===== config.mk =====
export PLATFORM = sky130hd
export DESIGN_NAME = bk_stream_accum
export DESIGN_NICKNAME = d
export VERILOG_FILES = /design/src/rtl/bk_pkg.sv /design/src/rtl/BK_adder.sv /design/src/rtl/bk_stream_accum.sv
export SDC_FILE = /design/constraint.sdc
export NUM_CORES = 1
export LEC_CHECK = 0
export CAP_MARGIN = 20
export CORE_ASPECT_RATIO = 0.7
export CORE_MARGIN = 2
export CORE_UTILIZATION = 26
export DETAILED_ROUTE_END_ITERATION = 8
export DONT_BUFFER_PORTS = 1
export GPL_TIMING_DRIVEN = 0
export PLACE_DENSITY = 0.4
export SLEW_MARGIN = 15
export SYNTH_ARGS = -nofsm -noshare
export SYNTH_HDL_FRONTEND = slang
export SYNTH_SLANG_ARGS = --single-unit

===== constraint.sdc =====
create_clock -name clk -period 7.74 [get_ports clk]
set_input_delay 0.387 -clock clk [delete_from_list [all_inputs] [get_ports clk]]
set_output_delay 0.387 -clock clk [all_outputs]
set_load 0.03 [all_outputs]

===== src/rtl/bk_pkg.sv =====
// Shared definitions for the Brent-Kung frame accumulator.
package bk_pkg;
  localparam int DATA_W = 16;
  localparam int SUM_W  = DATA_W + 1;

  typedef enum logic {ST_ACC, ST_DONE} accum_state_t;
endpackage


===== src/rtl/BK_adder.sv =====
// Combinational 16-bit Brent-Kung adder with carry-out in sum[16].
module BK_adder
  import bk_pkg::*;
(
  input  logic [DATA_W-1:0] a,
  input  logic [DATA_W-1:0] b,
  output logic [SUM_W-1:0]  sum
);
  localparam int LOG_W = $clog2(DATA_W);

  logic [DATA_W-1:0] gen0;
  logic [DATA_W-1:0] prop0;
  logic [DATA_W-1:0] grp_g;

  assign gen0  = a & b;
  assign prop0 = a ^ b;

  // Up-sweep builds power-of-two spans; down-sweep fills the remaining prefixes.
  always_comb begin : prefix
    logic [DATA_W-1:0] g;
    logic [DATA_W-1:0] p;
    g = gen0;
    p = prop0;
    for (int lvl = 0; lvl < LOG_W; lvl++) begin
      for (int i = 0; i < DATA_W; i++) begin
        if (((i + 1) % (2 << lvl)) == 0) begin
          g[i] = g[i] | (p[i] & g[i - (1 << lvl)]);
          p[i] = p[i] & p[i - (1 << lvl)];
        end
      end
    end
    for (int lvl = LOG_W - 2; lvl >= 0; lvl--) begin
      for (int i = 0; i < DATA_W; i++) begin
        if ((((i + 1) % (2 << lvl)) == (1 << lvl)) && (i >= (2 << lvl))) begin
          g[i] = g[i] | (p[i] & g[i - (1 << lvl)]);
          p[i] = p[i] & p[i - (1 << lvl)];
        end
      end
    end
    grp_g = g;
  end

  // grp_g[i] is the carry out of bit i (carry-in is zero).
  assign sum = {grp_g[DATA_W-1], prop0 ^ {grp_g[DATA_W-2:0], 1'b0}};
endmodule


===== src/rtl/bk_stream_accum.sv =====
// Streams 16-bit samples into a Brent-Kung adder and emits one widened total per frame.
module bk_stream_accum
  import bk_pkg::*;
#(
  parameter int N_SAMPLES = 16,
  parameter int EXT_W     = 8
) (
  input  logic                    clk,
  input  logic                    rst,
  input  logic                    clr,
  input  logic                    in_valid,
  output logic                    in_ready,
  input  logic [DATA_W-1:0]       in_data,
  output logic                    out_valid,
  input  logic                    out_ready,
  output logic [DATA_W+EXT_W-1:0] out_sum,
  output logic                    out_ovf,
  output logic                    busy
);
  localparam int CNT_W = $clog2(N_SAMPLES + 1);

  accum_state_t      state_reg, state_next;
  logic [DATA_W-1:0] acc_lo_reg, acc_lo_next;
  logic [EXT_W-1:0]  acc_hi_reg, acc_hi_next;
  logic              ovf_reg, ovf_next;
  logic [CNT_W-1:0]  cnt_reg, cnt_next;
  logic [SUM_W-1:0]  add_sum;

  BK_adder u_adder (
    .a   (acc_lo_reg),
    .b   (in_data),
    .sum (add_sum)
  );

  always_ff @(posedge clk) begin
    if (rst) begin
      state_reg  <= ST_ACC;
      acc_lo_reg <= '0;
      acc_hi_reg <= '0;
      ovf_reg    <= 1'b0;
      cnt_reg    <= '0;
    end else begin
      state_reg  <= state_next;
      acc_lo_reg <= acc_lo_next;
      acc_hi_reg <= acc_hi_next;
      ovf_reg    <= ovf_next;
      cnt_reg    <= cnt_next;
    end
  end

  always_comb begin
    state_next  = state_reg;
    acc_lo_next = acc_lo_reg;
    acc_hi_next = acc_hi_reg;
    ovf_next    = ovf_reg;
    cnt_next    = cnt_reg;
    in_ready    = 1'b0;
    if (clr) begin
      // Abort wins over any handshake and drops the frame silently.
      state_next  = ST_ACC;
      acc_lo_next = '0;
      acc_hi_next = '0;
      ovf_next    = 1'b0;
      cnt_next    = '0;
    end else begin
      case (state_reg)
        ST_ACC: begin
          in_ready = 1'b1;
          if (in_valid) begin
            acc_lo_next = add_sum[DATA_W-1:0];
            acc_hi_next = acc_hi_reg + EXT_W'(add_sum[DATA_W]);
            ovf_next    = ovf_reg | (add_sum[DATA_W] & (&acc_hi_reg));
            cnt_next    = cnt_reg + CNT_W'(1);
            if (cnt_reg == CNT_W'(N_SAMPLES - 1)) begin
              state_next = ST_DONE;
            end
          end
        end
        ST_DONE: begin
          if (out_ready) begin
            state_next  = ST_ACC;
            acc_lo_next = '0;
            acc_hi_next = '0;
            ovf_next    = 1'b0;
            cnt_next    = '0;
          end
        end
        default: state_next = ST_ACC;
      endcase
    end
  end

  assign out_valid = (state_reg == ST_DONE);
  assign out_sum   = {acc_hi_reg, acc_lo_reg};
  assign out_ovf   = ovf_reg;
  assign busy      = (state_reg == ST_DONE) || (cnt_reg != '0);
endmodule


==> impl_metrics.ini <==
[placement]
gp_congestion = 0.7467
place_area_mm2 = 0.002079
hpwlAfterDp_um = 3830
port_buffers = 0
place_inst = 327

[cells_and_area]
nFillCells = 811
fin_cells = 335
area_growth_pct = 10.42
drive_above_1_share = 0.07595
largest_register_ffs = 16
fin_area_mm2 = 0.002161
final_core_util = 0.2965
nNetsFinal = 285
n_antenna_cell = 0

[timing]
final.setup.tns_ns = 0
hold_viol = 0
max_slew_margin = 0.6374
fin_crit_sh = 0.4158
finalSetupViolations = 0
fin_crit_ns = 3.218
drv_slew = 0
worstMarginPinSlew_ns = 0.5439
clock_skew_ns = 0.009352
rsz0062_at_grt = false
max_clock_freq_ghz = 0.3108

[worst_hold_path]
min-delay-path-class = input port to flop

[critical_path]
setup.worst_path.start_class = flop
cp-end-kind = flop
crit_slowest_cell = dfxtp_1
max_stage_delay_ns = 0.55
path_class = flop to flop
crit_path_max_fanout = 4
arrival_ns = 3.37
r2r_setup_slack_ns = 4.52
crit_chain = ha_1, inv_1, fa_1, nand2b_1, a21oi_1, o31a_1, a21boi_1, o21a_1, fa_1, xor2_1, nor3_1, a21oi_1, nor2_1
critPathRequiredTime_ns = 7.89

[cts]
clkLatencyLatePin_ns = 0.28
clkTransAtPathRegs_ns = 0.07
htreeDepth = 2
cts_tree = done
clk_path_buf_depth = 2
cts_buffers = 5
clockRootBuffer = clkbuf_8
hold_buffers = 0
post_cts_buffers = 0
cts_resized = 0
cts.sinks = 31

[grt]
grt_pass1_wl_um = 8273
grt_pass1_vias = 1549
grt.overflow.total = 0
grt_max_degree = 11
grt_use_total = 0.1302
antenna_found_initial = 0

[synth]
synth_cells = 229
synth_area_mm2 = 0.001957
synthArstFlopShare = 0
syn_area_per_cell_um2 = 8.545
synth_edf_count = 0
yosysWarnings = 0
synth_cell_type_count = 38
ys_seq_area_frac = 0.3171
ys_dominant_reg_cell = dfxtp_1
synth_fp_nets = 278
ys_ff_latch = 31

[power_and_ir_drop]
cellLeakagePower_nw = 0.8772
power_density_mw_per_mm2 = 164.4
max-vdd-ir-drop_v = 0.00005333
finalPower_mw = 0.3551

[drt]
drt-initial-drc-count = 55
wl_per_cell_um = 14.57
drt.antenna.violating_nets = 0
routed_wl_um = 4880
vias_per_cell = 4.525
vias = 1516
drc = 0
dr.pass1.iters = 4

[die]
initial_core_util = 0.2685
pin_count = 49
die_area_mm2 = 0.008247
core_mm2 = 0.007287
die-height_um = 76.59
core.rowCount = 26
die-width_um = 107.7

[run_status]
outcome = complete, no violations

[run]
drv_cap = 0
-- per-layer routing --
layer	part of all wire	wire, µm	vias up	GRT usage
met4	0.012	58	0	0.03846
met1	0.54	2639	689	0.1946
li1	-	-	782	-
met2	0.38	1866	37	0.1755
met3	0.065	316	8	0.04106
met5	0	0	-	0
-- cell type report --
class	instances	area [µm²]	share of cell area
multi-input cells	168	1209	0.5594
plain buffers	9	48.80	0.02258
clock buffers	7	76.32	0.03532
well taps	98	122.6	0.05675
flip-flops and latches	31	620.6	0.2872
inverters	21	78.83	0.03648
clock inverters	1	5.005	0.002316
-- placed cells by master (no fill, tap or decap), types with 2 or more instances in the layout --
cell type / Yosys / layout
dfxtp_1: 31 / 31
nor3_1: 7 / 7
a21oi_1: 24 / 24
o21a_1: 3 / 3
inv_1: 21 / 21
o211ai_1: 2 / 2
clkbuf_1: 4 / 6
nand2b_1: 3 / 3
o21ai_0: 2 / 2
and3_1: 2 / 2
a21o_1: 2 / 2
ha_1: 20 / 20
xor2_1: 11 / 11
xnor2_1: 2 / 2
a22oi_1: 6 / 6
nand4_1: 3 / 3
or3_1: 2 / 2
clkbuf_8: 0 / 5
buf_2: 3 / 3
fa_1: 8 / 8
nand2_1: 10 / 10
nor2_1: 46 / 46
-- where the power goes --
group	switching (mW)	internal, mW	total [mW]
logic	0.0324	0.0216	0.0540
clock network	0.0627	0.0631	0.126
registers	0.0118	0.164	0.175
-- critical path, delay by kind of cell, from the launching register on --
family / cells / cell delay [ns]
compound gates: 5 / 0.99
simple gates: 3 / 0.29
fa+ha+maj: 3 / 1.01
buf+inv: 1 / 0.06
flops: 1 / 0.55
xor+xnor: 1 / 0.18
-- synth_stat cells, types with 2 or more instances --
library cell  count  share of area
a22oi_1           6          0.023
nor3_1            7          0.018
nand2_1          10          0.019
buf_2             3         0.0077
xor2_1           11          0.049
clkbuf_1          4         0.0077
a21o_1            2         0.0077
or3_1             2         0.0064
o21ai_0           2         0.0051
fa_1              8          0.082
o21a_1            3          0.012
dfxtp_1          31           0.32
a21oi_1          24          0.061
nand4_1           3         0.0096
ha_1             20           0.13
inv_1            21          0.040
xnor2_1           2         0.0090
nor2_1           46          0.088
o211ai_1          2         0.0077
and3_1            2         0.0064
nand2b_1          3         0.0096
-- final timing paths --
kind | startpoint | endpoint | cells past startpoint
setup / recovery | acc_lo_reg[0] | acc_lo_reg[15] | 13
hold / removal | in_valid | out_valid | 2
setup reg to reg | acc_lo_reg[0] | acc_lo_reg[15] | 13
hold reg to reg | cnt_reg[4] | cnt_reg[4] | 2
-- through the flow --
step | hold WS, ns | worst slack [ns]
CTS | 0.2620 | 4.487
floorplan | 0.4544 | 4.995
finish | 0.2639 | 4.522
detailed placement | 0.5069 | 4.521
global route | 0.2891 | 4.268
global placement | 0.4714 | 4.545
-- cells by family (layout without fill, tap and decap cells) --
logic type      Yosys count  after routing  share of synthesized area
xor+xnor                 13             13                    0.05818
flops                    31             31                     0.3171
simple gates             81             81                     0.2033
buf+inv                  30             38                    0.06522
fa+ha+maj                28             28                     0.2097
compound gates           46             46                     0.1464
Power figures use the tool's default switching activity.
